File: config.mk
export PLATFORM = sky130hd
export DESIGN_NAME = lcd_writer
export DESIGN_NICKNAME = d
export VERILOG_FILES = /design/src/rtl/lcd_writer_pkg.sv /design/src/rtl/lcd_fifo.sv /design/src/rtl/lcd_writer.sv
export SDC_FILE = /design/constraint.sdc
export NUM_CORES = 1
export LEC_CHECK = 0
export CAP_MARGIN = 20
export CORE_UTILIZATION = 40
export CTS_CLUSTER_SIZE = 25
export DETAILED_ROUTE_END_ITERATION = 7
export GPL_ROUTABILITY_DRIVEN = 0
export GPL_TIMING_DRIVEN = 0
export PLACE_DENSITY = 0.66
export SYNTH_ARGS = -nofsm -noshare
export SYNTH_HDL_FRONTEND = slang
export SYNTH_HIERARCHICAL = 1
export SYNTH_SLANG_ARGS = --single-unit
File: constraint.sdc
create_clock -name clock -period 5.07 [get_ports clock]
set_input_delay 0.507 -clock clock [delete_from_list [all_inputs] [get_ports clock]]
set_output_delay 0.507 -clock clock [all_outputs]
set_load 0.1 [all_outputs]
File: src/rtl/lcd_writer_pkg.sv
// +----------------------------------------------------------------------------+
// | lcd_writer_pkg : shared types, command codes and helpers for lcd_writer    |
// | Revision: 1.0                                                              |
// +----------------------------------------------------------------------------+
`default_nettype none

package lcd_writer_pkg;

  localparam int ENTRY_W = 9;

  localparam logic [7:0] CMD_CLEAR = 8'h01;
  localparam logic [7:0] CMD_HOME  = 8'h02;
  localparam logic [7:0] CMD_LINE1 = 8'h80;
  localparam logic [7:0] CMD_LINE2 = 8'hC0;

  typedef enum logic [2:0] {
    ST_PWR_WAIT = 3'd0,
    ST_INIT     = 3'd1,
    ST_SETUP    = 3'd2,
    ST_PULSE    = 3'd3,
    ST_HOLD     = 3'd4,
    ST_IDLE     = 3'd5
  } state_t;

  typedef struct packed {
    logic       rs;
    logic [7:0] data;
  } entry_t;

  function automatic logic [7:0] init_rom(input logic [1:0] idx);
    case (idx)
      2'd0:    return 8'h38;
      2'd1:    return 8'h0C;
      2'd2:    return 8'h06;
      default: return CMD_CLEAR;
    endcase
  endfunction

  // Clear and home need the long execution wait on the panel.
  function automatic logic is_slow(input entry_t e);
    return !e.rs && (e.data == CMD_CLEAR || e.data == CMD_HOME);
  endfunction

  function automatic logic [5:0] next_col(input entry_t e, input logic [5:0] col);
    if (e.rs)                                          return col + 6'd1;
    else if (e.data == CMD_CLEAR || e.data == CMD_HOME) return 6'd0;
    else if (e.data[7])                                return {1'b0, e.data[6], e.data[3:0]};
    else                                               return col;
  endfunction

endpackage

`default_nettype wire

File: src/rtl/lcd_fifo.sv
// +----------------------------------------------------------------------------+
// | lcd_fifo : request FIFO; push ignored when full, pop ignored when empty    |
// | Revision: 1.0                                                              |
// +----------------------------------------------------------------------------+
`default_nettype none

module lcd_fifo #(
  parameter int DEPTH = 8,
  parameter int WIDTH = 9
) (
  input  logic             clock,
  input  logic             reset,
  input  logic             push_i,
  input  logic [WIDTH-1:0] wdata_i,
  input  logic             pop_i,
  output logic             full_o,
  output logic             empty_o,
  output logic [WIDTH-1:0] head_o
);

  localparam int AW = $clog2(DEPTH);
  localparam logic [AW-1:0] PTR_ONE  = AW'(1);
  localparam logic [AW:0]   CNT_ONE  = (AW+1)'(1);
  localparam logic [AW:0]   CNT_FULL = (AW+1)'(DEPTH);

  logic [WIDTH-1:0] mem_q [DEPTH];
  logic [AW-1:0]    wptr_q, rptr_q;
  logic [AW:0]      count_q;
  logic             do_push, do_pop;

  assign full_o  = (count_q == CNT_FULL);
  assign empty_o = (count_q == '0);
  assign head_o  = mem_q[rptr_q];
  assign do_push = push_i && !full_o;
  assign do_pop  = pop_i && !empty_o;

  always_ff @(posedge clock) begin
    if (do_push) mem_q[wptr_q] <= wdata_i;
  end

  // Power-of-two depth lets the pointers wrap naturally.
  always_ff @(posedge clock or negedge reset) begin
    if (!reset) begin
      wptr_q  <= '0;
      rptr_q  <= '0;
      count_q <= '0;
    end else begin
      if (do_push) wptr_q <= wptr_q + PTR_ONE;
      if (do_pop)  rptr_q <= rptr_q + PTR_ONE;
      case ({do_push, do_pop})
        2'b10:   count_q <= count_q + CNT_ONE;
        2'b01:   count_q <= count_q - CNT_ONE;
        default: count_q <= count_q;
      endcase
    end
  end

endmodule

`default_nettype wire

File: src/rtl/lcd_writer.sv
// +----------------------------------------------------------------------------+
// | lcd_writer : buffers processor LCD writes and drives an HD44780 panel      |
// |              (8-bit mode). Define LCD_AUTOWRAP_EN for automatic line wrap. |
// | Revision: 1.0                                                              |
// +----------------------------------------------------------------------------+
`default_nettype none

module lcd_writer
  import lcd_writer_pkg::*;
#(
  parameter int FIFO_DEPTH  = 8,
  parameter int POWERON_CYC = 750000,
  parameter int SETUP_CYC   = 4,
  parameter int EPULSE_CYC  = 16,
  parameter int CMD_CYC     = 2000,
  parameter int CLR_CYC     = 82000
) (
  input  logic        clock,
  input  logic        reset,
  input  logic        lcd_write,
  input  logic [31:0] lcd_data,
  output logic        fifo_full,
  output logic        overflow,
  output logic        lcd_idle,
  output logic        lcd_rs,
  output logic        lcd_rw,
  output logic        lcd_en,
  output logic [7:0]  lcd_db,
  output logic        lcd_on,
  output logic        lcd_blon
);

  localparam logic [19:0] PWR_LD   = 20'(POWERON_CYC - 1);
  localparam logic [19:0] SETUP_LD = 20'(SETUP_CYC - 1);
  localparam logic [19:0] PULSE_LD = 20'(EPULSE_CYC - 1);
  localparam logic [19:0] CMD_LD   = 20'(CMD_CYC - 1);
  localparam logic [19:0] CLR_LD   = 20'(CLR_CYC - 1);

  state_t      state_q, state_d;
  logic [19:0] cnt_q, cnt_d;
  logic [2:0]  idx_q, idx_d;
  logic        init_done_q, init_done_d;
  entry_t      cur_q, cur_d;
  logic        on_q, overflow_q;
  logic        pop, fifo_empty;
  entry_t      head;
  logic        unused_data_bits;

  assign unused_data_bits = ^lcd_data[31:9];

  lcd_fifo #(.DEPTH(FIFO_DEPTH), .WIDTH(ENTRY_W)) u_fifo (
    .clock   (clock),
    .reset   (reset),
    .push_i  (lcd_write),
    .wdata_i ({~lcd_data[8], lcd_data[7:0]}),
    .pop_i   (pop),
    .full_o  (fifo_full),
    .empty_o (fifo_empty),
    .head_o  (head)
  );

`ifdef LCD_AUTOWRAP_EN
  logic [5:0] col_q, col_d;
  logic       wrap_pend_q, wrap_pend_d;
`endif

  always_comb begin
    state_d     = state_q;
    cnt_d       = cnt_q;
    idx_d       = idx_q;
    init_done_d = init_done_q;
    cur_d       = cur_q;
    pop         = 1'b0;
`ifdef LCD_AUTOWRAP_EN
    col_d       = col_q;
    wrap_pend_d = wrap_pend_q;
`endif
    case (state_q)
      ST_PWR_WAIT: begin
        if (cnt_q == '0) begin
          state_d = ST_INIT;
          idx_d   = '0;
        end else cnt_d = cnt_q - 20'd1;
      end
      ST_INIT: begin
        cur_d.rs   = 1'b0;
        cur_d.data = init_rom(idx_q[1:0]);
        idx_d      = idx_q + 3'd1;
        cnt_d      = SETUP_LD;
        state_d    = ST_SETUP;
      end
      ST_SETUP: begin
        if (cnt_q == '0) begin
          cnt_d   = PULSE_LD;
          state_d = ST_PULSE;
        end else cnt_d = cnt_q - 20'd1;
      end
      ST_PULSE: begin
        if (cnt_q == '0) begin
          cnt_d   = is_slow(cur_q) ? CLR_LD : CMD_LD;
          state_d = ST_HOLD;
        end else cnt_d = cnt_q - 20'd1;
      end
      ST_HOLD: begin
        if (cnt_q != '0) cnt_d = cnt_q - 20'd1;
        else if (init_done_q) state_d = ST_IDLE;
        else if (idx_q == 3'd4) begin
          init_done_d = 1'b1;
          state_d     = ST_IDLE;
        end else state_d = ST_INIT;
      end
      ST_IDLE: begin
        if (!fifo_empty) begin
          cnt_d   = SETUP_LD;
          state_d = ST_SETUP;
`ifdef LCD_AUTOWRAP_EN
          // The wrap command is slipped in ahead of the character, which stays queued.
          if (head.rs && !wrap_pend_q && (col_q == 6'd16 || col_q == 6'd32)) begin
            cur_d.rs    = 1'b0;
            cur_d.data  = (col_q == 6'd16) ? CMD_LINE2 : CMD_LINE1;
            col_d       = (col_q == 6'd16) ? 6'd16 : 6'd0;
            wrap_pend_d = 1'b1;
          end else begin
            pop         = 1'b1;
            cur_d       = head;
            col_d       = next_col(head, col_q);
            wrap_pend_d = 1'b0;
          end
`else
          pop   = 1'b1;
          cur_d = head;
`endif
        end
      end
      default: state_d = ST_PWR_WAIT;
    endcase
  end

  always_ff @(posedge clock or negedge reset) begin
    if (!reset) begin
      state_q     <= ST_PWR_WAIT;
      cnt_q       <= PWR_LD;
      idx_q       <= '0;
      init_done_q <= 1'b0;
      cur_q       <= '0;
      on_q        <= 1'b0;
      overflow_q  <= 1'b0;
`ifdef LCD_AUTOWRAP_EN
      col_q       <= '0;
      wrap_pend_q <= 1'b0;
`endif
    end else begin
      state_q     <= state_d;
      cnt_q       <= cnt_d;
      idx_q       <= idx_d;
      init_done_q <= init_done_d;
      cur_q       <= cur_d;
      on_q        <= 1'b1;
      if (lcd_write && fifo_full) overflow_q <= 1'b1;
`ifdef LCD_AUTOWRAP_EN
      col_q       <= col_d;
      wrap_pend_q <= wrap_pend_d;
`endif
    end
  end

  assign overflow = overflow_q;
  assign lcd_idle = init_done_q && fifo_empty && (state_q == ST_IDLE);
  assign lcd_rs   = cur_q.rs;
  assign lcd_db   = cur_q.data;
  assign lcd_en   = (state_q == ST_PULSE);
  assign lcd_rw   = 1'b0;
  assign lcd_on   = on_q;
  assign lcd_blon = on_q;

endmodule

`default_nettype wire

==> results of run 1 <==
==> power groups by stage <==
| stage | clock network [mW] | registers (mW) | logic, mW |
|---|---|---|---|
| 2_1_floorplan | 0 | 1.26 | 0.211 |
| 3_3_place_gp | 0 | 1.24 | 0.318 |
| 3_5_place_dp | 0 | 1.25 | 0.336 |
| 4_1_cts | 1.12 | 1.23 | 0.337 |
| 5_1_grt | 1.17 | 1.24 | 0.373 |
| 6_report | 1.09 | 1.23 | 0.333 |
==> cell usage in the layout (no fill, tap or decap), types with 10 or more instances in the layout <==
| cell | synthesis | final |
|---|---|---|
| ha_1 | 11 | 11 |
| edfxtp_1 | 72 | 72 |
| a21oi_1 | 24 | 24 |
| o22ai_1 | 13 | 13 |
| clkbuf_16 | 0 | 17 |
| nand3_1 | 10 | 10 |
| nand2_1 | 23 | 23 |
| clkdlybuf4s50_1 | 0 | 25 |
| nor2_1 | 28 | 28 |
| o21ai_0 | 13 | 13 |
| inv_1 | 18 | 18 |
| dfstp_2 | 13 | 13 |
| dfrtp_1 | 35 | 35 |
==> through the flow <==
step / instance area, um^2 / hold slack [ns] / std cells / total power, mW
floorplan: 5790 / 0.211 / 425 / 1.47
global placement: 6270 / 0.445 / 631 / 1.56
detailed placement: 6300 / 0.443 / 633 / 1.58
CTS: 6840 / 0.0976 / 665 / 2.69
global route: 6840 / 0.124 / 665 / 2.78
finish: 6840 / 0.0900 / 665 / 2.65
==> worst max-delay path, delay by kind of cell (launching register included) <==
family | cells | cell delay, ns
AND/OR/NAND/NOR | 2 | 0.55
buffers and inverters | 4 | 1.83
flip-flops | 1 | 0.37
==> final cells by class <==
type | count | area share, %
flip-flops and latches | 120 | 49.4
multi-input cells | 269 | 32.4
clock buffers | 19 | 6.48
repair buffers | 28 | 4.10
well taps | 180 | 3.29
plain buffers | 18 | 1.87
clock inverters | 13 | 1.43
inverters | 18 | 0.988
==> logic make-up (layout without fill, tap and decap cells) <==
kind of cell	after synthesis	after routing	synth area share, %
flip-flops	120	120	58.4
AND/OR/NAND/NOR	120	120	11.6
AO/OA/AOI/OAI	94	94	11.7
buffers and inverters	36	96	3.37
multiplexers	30	30	10.5
adder cells (fa/ha/maj)	12	12	2.72
XOR/XNOR	11	11	1.66
other	2	2	0.130
==> flip-flops by register name, summed over array words and instances (netlist names) <==
| register | cells |
|---|---|
| cnt_q | 20 |
| idx_q | 3 |
| init_done_q | 1 |
| lcd_blon | 1 |
| lcd_db | 8 |
| lcd_rs | 1 |
| overflow | 1 |
| state_q | 3 |
| u_fifo/count_q | 4 |
| u_fifo/mem_q | 72 |
| u_fifo/rptr_q | 3 |
| u_fifo/wptr_q | 3 |
==> worst min path at each step <==
| stage | start | end | slack, ns | depth (start not counted) |
|---|---|---|---|---|
| finish | reset | cnt_q[18] | 0.09 | 1 |
| detailed placement | overflow | overflow | 0.44 | 1 |
| CTS | reset | cnt_q[18] | 0.1 | 1 |
| global placement | overflow | overflow | 0.45 | 1 |
| floorplan | reset | cnt_q[10] | 0.21 | 0 |
| global route | reset | cnt_q[18] | 0.12 | 1 |
==> routing by layer <==
metal	global-route usage [%]	share of wire (%)	vias to the layer above
met1	21.2	44	1847
li1	-	-	1756
met5	0	0	-
met2	29.5	51	90
met3	5.07	4.1	15
met4	7.39	1.4	0
==> results.md, run 1 <==
- Cells on worst reg2reg path: 11
- Final setup fails: 0
- Post-route ant nets: 0
- Sw frac: 27.4%
- Vias in the first global route: 3830
- # port buffers: 26
- Reg2Reg Setup Slack: 1.55 ns
- Most used flip-flop cell after synthesis: edfxtp_1
- Worst path required time: 4.56 ns
- Filler instances: 1208
- Max-Cap Viols: 0
- Gr usage total: 17.6%
- Hold Crit Class: input pin to asynchronous set/reset pin
- First-pass GRT wire length: 19600 um
- Postcts setup bufs: 0
- # hold bufs at CTS: 0
- Avg Inst Size Synth: 13.6 um^2
- Final setup margin: 1.41 ns
- Worst Tran Pin Value: 0.972 ns
- Final worst path period share: 72.1%
- Clock Pin Slew Worst Setup and Hold Paths: 0.06 ns
- Combinational power share: 12.5%
- Worst Path Max Fanout: 10
- TritonCTS clock tree: built
- CP peak stage delay: 1.15 ns
- GR Overflow Total: 0
- CTS buffer count: 17
- Cells after Synth: 425
- Multi-input gate area in the final layout: 2220 um^2
- RSZ-0062 raised after global routing: no
- Drt first pass iters: 4
- Static Leak: 2.48 nW
- Util after Layout: 48.9%
- Cell internal pwr: 1.93 mW
- CP startpoint kind: flop
- Count leader, synth: edfxtp_1
- Wirelength per Cell: 17.4 um
- Rows: 43
- TNS Setup: 0 ns
- Yosys warns: 6
- Total Wirelength: 11600 um
- Residual DRC: 0
- FMAX: 0.274 GHz
- FF/Latch Area: 3380 um^2
- I/O Pins: 51
- CTS sink count: 120
- Final nets: 519
- Class of the most critical setup path: flop to primary output
- Post-synthesis sequential area ratio: 58.4%
- Crit path from: state_q[0]
- Reg power frac: 46.3%
- Antenna violations before repair: 0
- HPWL Detailed: 8000 um
- Fin crit period: 3.66 ns
- Worst setup path end: lcd_idle
- Crit path capture type: primary output
- Count of cell types in the netlist: 73
- Top cells by area, synth: edfxtp_1 37%, dfrtp_1 15%, dfstp_2 5.9%
- Bufs on Longest Clock Path: 2
- Reg-to-Reg Start: u_fifo/count_q[0]
- Vias post-DR: 3708
- # diodes: 0
- H-Tree Depth: 4
- Outcome: finished, final reports clean
- Clock power frac: 41.2%
- Iter 0 DRT Violations: 306
- Clock Skew: 0.00621 ns
- CP cell instances: clkbuf_1, inv_1, nor2_1, buf_6, and4_1, clkdlybuf4s50_1
- Synth Register Bits: 120
- Share of cells above drive strength 1: 20.4%
- Power Dens Cells: 388 nW/um^2
- Post-CTS sizing: 0
- R2R Path End: u_fifo/count_q[3]
- Die area: 15000 um^2
- Relative slew slack: 35.0%
- Top cell type by total area after synthesis: edfxtp_1
- Root buffer selected by CTS: clkbuf_16
- Starting Density: 41.4%
- Core area: 14000 um^2
- Worst VDD drop: 266 uV
- Layout area overhead: 18.2%
- Largest net degree at the start of global routing: 26
- Most frequent cells after synthesis: 72 x edfxtp_1, 35 x dfrtp_1, 28 x nor2_1
- Syn_nets: 472
- Ys async rst share: 40.0%
- Switch Pwr: 0.728 mW
- Number of synthesized flops with an enable pin: 72
- Final Max Slew Viols: 0
- Die height: 122 um
- Fin. Hold Viols: 0
- Worst-Skew Late Latency: 0.42 ns
- Via density: 5.58
- Slowest-stage cell, CP: clkdlybuf4s50_1
- Placement Setup Slack: 1.54 ns
- Die width: 122 um
- Worst Path Arrival: 3.15 ns
- Share of the synthesized area in the top cell type: 37.4%
- Mapped Area: 5790 um^2
Note: power is estimated with default switching activity, not from simulation.
==> run 2: changes to the inputs <==
- clock period: 5.07 -> 3.8 ns (I/O delays scaled with it)
==> results.md, run 2 (synthesis gave the netlist of run 1 again) <==
- GR Overflow Total: 0 (unchanged)
- Die area: 15000 um^2 (unchanged)
- Max FFs per register: 72 (unchanged)
- Final non-filler cell total: 666 (+0.15%)
- Relative slew slack: 35.0% (unchanged)
- HPWL Detailed: 8000 um (unchanged)
- CTS buffer count: 17 (unchanged)
- Slowest-stage cell, CP: clkdlybuf4s50_1
- Power Dens Cells: 517 nW/um^2 (+33%)
- Starting Density: 41.4% (unchanged)
- Biggest register: u_fifo/mem_q
- TritonCTS clock tree: built
- Commonest non-fill, non-tap cells in the layout: 72 x edfxtp_1, 35 x dfrtp_1, 28 x nor2_1, 25 x clkdlybuf4s50_1, 24 x a21oi_1
- Wirelength per Cell: 17.4 um (-0.16%)
- Fin crit period: 3.52 ns
- Clock Pin Slew Worst Setup and Hold Paths: 0.06 ns (about the same)
- H-Tree Depth: 4 (unchanged)
- CP startpoint kind: flop
- Hold Crit Class: flop to flop
- Via density: 5.59 (+0.25%)
- Worst Path Arrival: 3.14 ns (about the same)
- Die width: 122 um (unchanged)
- Clock Skew: 0.00625 ns (+0.0000446 ns)
- Worst Tran Pin Value: 0.972 ns (unchanged)
- CP cell instances: clkbuf_1, inv_1, nor2_1, buf_6, and4_1, clkdlybuf4s50_1
- Sum of buffers and inverters on the critical path: 4 (unchanged)
- Worst path required time: 3.42 ns (-1.14 ns)
- Most common cell after layout, fill and taps aside: edfxtp_1
- Final setup fails: 0 (unchanged)
- Reg power frac: 46.3% (about the same)
- CTS sink count: 120 (unchanged)
- Residual DRC: 0 (unchanged)
- Post-route ant nets: 0 (unchanged)
- Gr usage total: 17.6% (unchanged)
- Worst VDD drop: 354 uV (+33%)
- Layout area overhead: 18.4%
- Worst Path Max Fanout: 10 (unchanged)
- Placed insts: 633 (unchanged)
- CP peak stage delay: 1.15 ns (about the same)
- I/O Pins: 51 (unchanged)
- Bufs on Longest Clock Path: 2 (unchanged)
- Final Max Slew Viols: 0 (unchanged)
- First-pass GRT wire length: 19600 um (unchanged)
- Share of cells above drive strength 1: 20.6% (+0.16 points)
- # diodes: 0 (unchanged)
- Util after Layout: 49.0% (+0.081 points)
- Combinational power share: 12.6% (about the same)
- Largest net degree at the start of global routing: 26 (unchanged)
- Crit path capture type: primary output
- Die height: 122 um (unchanged)
- Worst-Skew Late Latency: 0.42 ns (about the same)
- Outcome: finished, final reports clean
- Final setup margin: 0.279 ns (-1.14 ns)
- Vias in the first global route: 3830 (unchanged)
- Drt first pass iters: 4 (unchanged)
- Sw frac: 27.4% (about the same)
- Placement Setup Slack: 0.274 ns (-1.27 ns)
- RSZ-0062 raised after global routing: no
- Clock power frac: 41.1% (about the same)
- Top Family by Delay on Critical Path: buffers and inverters
- Vias post-DR: 3723 (+0.40%)
- Switch Pwr: 0.971 mW (+33%)
- Core area: 14000 um^2 (unchanged)
- Rows: 43 (unchanged)
- Fin. Hold Viols: 0 (unchanged)
- Static Leak: 2.49 nW (+0.30%)
- Root buffer selected by CTS: clkbuf_16
- Class of the most critical setup path: flop to primary output
- TNS Setup: 0 ns (unchanged)
- Final worst path period share: 92.7%
- FMAX: 0.284 GHz
- Iter 0 DRT Violations: 307 (+0.33%)
- # port buffers: 26 (unchanged)
- Cell internal pwr: 2.57 mW (+34%)
- Antenna violations before repair: 0 (unchanged)
- Max-Cap Viols: 0 (unchanged)
- Total Wirelength: 11600 um (about the same)
- Final nets: 520 (+0.19%)
-- run 2: path summary, 6_finish.rpt --
path                       slack [ns]  cells past startpoint  startpoint           endpoint
setup / recovery                 0.28                      6  state_q[0]           lcd_idle
hold / removal                   0.45                      1    overflow           overflow
setup reg to reg                 0.33                     10  state_q[2]  u_fifo/count_q[3]
hold reg to reg                  0.45                      1    overflow           overflow
max in group asynchronous        2.69                      3       reset           cnt_q[2]
min in group asynchronous        0.50                      2       reset          cnt_q[18]
-- run 2: through the flow --
step                      hold WS [ns]  area, um^2  power [mW]
after global placement           0.445        6270        2.08
after global routing             0.473        6850        3.72
final                            0.451        6850        3.54
after CTS                        0.456        6850        3.58
after detailed placement         0.419        6300        2.11
after floorplan                 0.0844        5790        1.96
-- run 2: timing repair --
| action | in CTS | in global routing |
|---|---|---|
| endpoints found under the setup margin | 0 | 1 |
| hold endpoints to repair | 17 | 0 |
| buffers inserted | 0 | 0 |
| gates resized for setup | 0 | 2 |
| hold buffers | 1 | 0 |
-- run 2: power by group through the flow --
stage               clock network (mW)  registers [mW]  logic [mW]
finish                            1.46            1.64       0.446
CTS                               1.49            1.64       0.451
global route                      1.56            1.66       0.500
floorplan                            0            1.68       0.281
global placement                     0            1.65       0.425
detailed placement                   0            1.66       0.449
-- run 2: area by class of cell --
class	count	area [um^2]
clock inverters	13	97.6
clock buffers	19	443
repair buffers	29	290
fillers	1207	7140
flip-flops and latches	120	3380
plain buffers	18	129
inverters	18	67.6
well taps	180	225
multi-input cells	269	2220
-- run 2: per-layer routing --
layer,GRT usage [%],share of wire (%)
met1,21.2,44
met2,29.5,51
met3,5.07,4.1
met4,7.39,1.4
met5,0,0
==> run 3: changes to the inputs <==
- CORE_ASPECT_RATIO: not set -> 0.9
- CORE_UTILIZATION: 40 -> 58
- PLACE_DENSITY: 0.66 -> 0.87
==> results.md, run 3 (synthesis gave the netlist of run 1 again) <==
- Outcome: finished, final reports clean
- Worst Tran Pin Value: 0.989 ns (+0.0174 ns)
- Final Max Slew Viols: 0 (unchanged)
- Wirelength per Cell: 22.1 um (+27%)
- Fin. Hold Viols: 0 (unchanged)
- Power Dens Cells: 549 nW/um^2 (+6.1%)
- Clock Pin Slew Worst Setup and Hold Paths: 0.06 ns (about the same)
- Combinational power share: 12.5% (about the same)
- Vias post-DR: 4034 (+8.4%)
- Class of the most critical setup path: flop to flop
- Worst VDD drop: 453 uV (+28%)
- Iter 0 DRT Violations: 441 (+44%)
- TNS Setup: 0 ns (unchanged)
- Share of cells above drive strength 1: 20.8% (+0.21 points)
- RSZ-0062 raised after global routing: no
- Largest net degree at the start of global routing: 27 (+3.8%)
- Biggest register: u_fifo/mem_q
- First-pass GRT wire length: 21500 um (+9.9%)
- Crit path from: state_q[2]
- Max-Cap Viols: 0 (unchanged)
- CTS buffer count: 17 (unchanged)
- Cell internal pwr: 2.68 mW (+4.4%)
- Most common cell after layout, fill and taps aside: edfxtp_1
- Vias in the first global route: 4043 (+5.6%)
- Hold Crit Class: input pin to asynchronous set/reset pin
- Final setup margin: 0.214 ns (-0.0645 ns)
- Switch Pwr: 1.07 mW (+9.9%)
- CP cell instances: clkbuf_1, buf_1, and3_1, o41ai_2, inv_1, ha_1, ha_1, or4b_2, o311ai_0, o211ai_1
- Worst path required time: 4.20 ns (+0.78 ns)
- Rows: 34 (-21%)
- Placement Setup Slack: 0.158 ns (-0.117 ns)
- HPWL Detailed: 8590 um (+7.4%)
- Post-route ant nets: 0 (unchanged)
- Relative slew slack: 33.8% (-1.2 points)
- Final worst path period share: 94.4% (+1.7 points)
- Final setup fails: 0 (unchanged)
- Clock power frac: 43.3% (+2.2 points)
- Residual DRC: 0 (unchanged)
- Antenna violations before repair: 0 (unchanged)
- Reg-to-Reg Start: state_q[2]
- Worst Path Max Fanout: 10 (unchanged)
- Gr usage total: 28.5% (+11 points)
- Root buffer selected by CTS: clkbuf_8
- Total Wirelength: 13500 um (+17%)
- Final non-filler cell total: 612 (-8.1%)
- Placed insts: 580 (-8.4%)
- Commonest non-fill, non-tap cells in the layout: 72 x edfxtp_1, 35 x dfrtp_1, 28 x nor2_1, 25 x clkdlybuf4s50_1, 24 x a21oi_1
- Design Power: 3.75 mW (+5.9%)
- Postcts setup bufs: 0 (unchanged)
- Sw frac: 28.5% (+1.0 points)
- CTS sink count: 120 (unchanged)
- CP peak stage delay: 0.65 ns (-0.50 ns)
- Drt first pass iters: 5 (+1)
- Static Leak: 2.53 nW (+1.7%)
- Die width: 107 um (-12%)
- Worst Path Arrival: 3.99 ns (+0.85 ns)
- CP most frequent cell: ha_1
- Final nets: 520 (unchanged)
- Starting Density: 59.7% (+18 points)
- Layout area overhead: 18.1%
- # diodes: 0 (unchanged)
- I/O Pins: 51 (unchanged)
- Reg power frac: 44.2% (-2.1 points)
- GR Overflow Total: 0 (unchanged)
- Clock Skew: 0.00902 ns (+0.00277 ns)
- Fin crit period: 3.59 ns (+0.0645 ns)
- Slowest-stage cell, CP: or4b_2
- Core area: 9700 um^2 (-31%)
- Worst-Skew Late Latency: 0.54 ns (+0.12 ns)
- CP startpoint kind: flop
- TritonCTS clock tree: built
- Sum of buffers and inverters on the critical path: 3 (-1)
- Via density: 6.59 (+18%)
- FMAX: 0.279 GHz (-1.8%)
- Die area: 10400 um^2 (-31%)
- H-Tree Depth: 4 (unchanged)
- Bufs on Longest Clock Path: 2 (unchanged)
- Max FFs per register: 72 (unchanged)
- Top Family by Delay on Critical Path: simple AND/OR/NAND/NOR gates
- Crit path capture type: flop
- # port buffers: 26 (unchanged)
- Die height: 96.8 um (-21%)
-- run 3: changes by cell type in the layout (fill, tap and decap cells not counted) --
cell | previous run | this run
clkinvlp_4 | 4 | 0
inv_8 | 0 | 4
buf_4 | 2 | 4
bufinv_16 | 0 | 2
clkbuf_1 | 4 | 2
clkinv_2 | 3 | 1
buf_2 | 7 | 6
clkbuf_16 | 17 | 16
clkinv_4 | 2 | 3
inv_6 | 4 | 5
nor3_1 | 7 | 8
nor3_2 | 1 | 0
-- run 3: layout make-up --
class	count	area (um^2)
buffer	17	125
inverter	18	67.6
sequential	120	3380
fill	626	2860
clock buffer	17	414
tap	126	158
timing repair buffer	30	300
clock inverter	15	180
multi-input combinational	269	2210
-- run 3: through the flow --
step | hold WS, ns | util, % | instance area, um^2
2_1_floorplan | 0.0844 | - | 5790
3_3_place_gp | 0.446 | 64.0 | 6210
3_5_place_dp | 0.398 | 64.3 | 6240
4_1_cts | 0.369 | 70.5 | 6840
5_1_grt | 0.409 | 70.5 | 6840
6_report | 0.370 | 70.5 | 6840
-- run 3: final timing paths --
kind | slack [ns] | cells past startpoint | end
worst max-delay path | 0.21 | 10 | u_fifo/count_q[3]
worst min-delay path | 0.37 | 2 | cnt_q[10]
worst max register to register | 0.21 | 10 | u_fifo/count_q[3]
worst min register to register | 0.47 | 1 | overflow
max in group asynchronous | 2.82 | 3 | cnt_q[1]
min in group clock | 0.47 | 1 | overflow
-- run 3: what timing repair did --
| action | CTS | global route |
|---|---|---|
| hold buffers | 1 | 0 |
| gates resized for setup | 0 | 2 |
| setup endpoints to repair | 0 | 2 |
| hold endpoints to repair | 19 | 0 |
-- run 3: per-layer routing --
metal	track usage, %	part of all wire [%]	vias up
met4	16.2	4.7	0
met3	8.29	7.2	54
li1	-	-	1751
met2	44.8	49	246
met1	35.3	39	1983
met5	0	0	-
-- run 3: power by group through the flow --
stage / Clock, mW / Combinational (mW) / Sequential (mW)
final: 1.62 / 0.469 / 1.66
after global routing: 1.71 / 0.503 / 1.67
after CTS: 1.64 / 0.467 / 1.65
after detailed placement: 0 / 0.455 / 1.67
after global placement: 0 / 0.421 / 1.65
after floorplan: 0 / 0.281 / 1.68
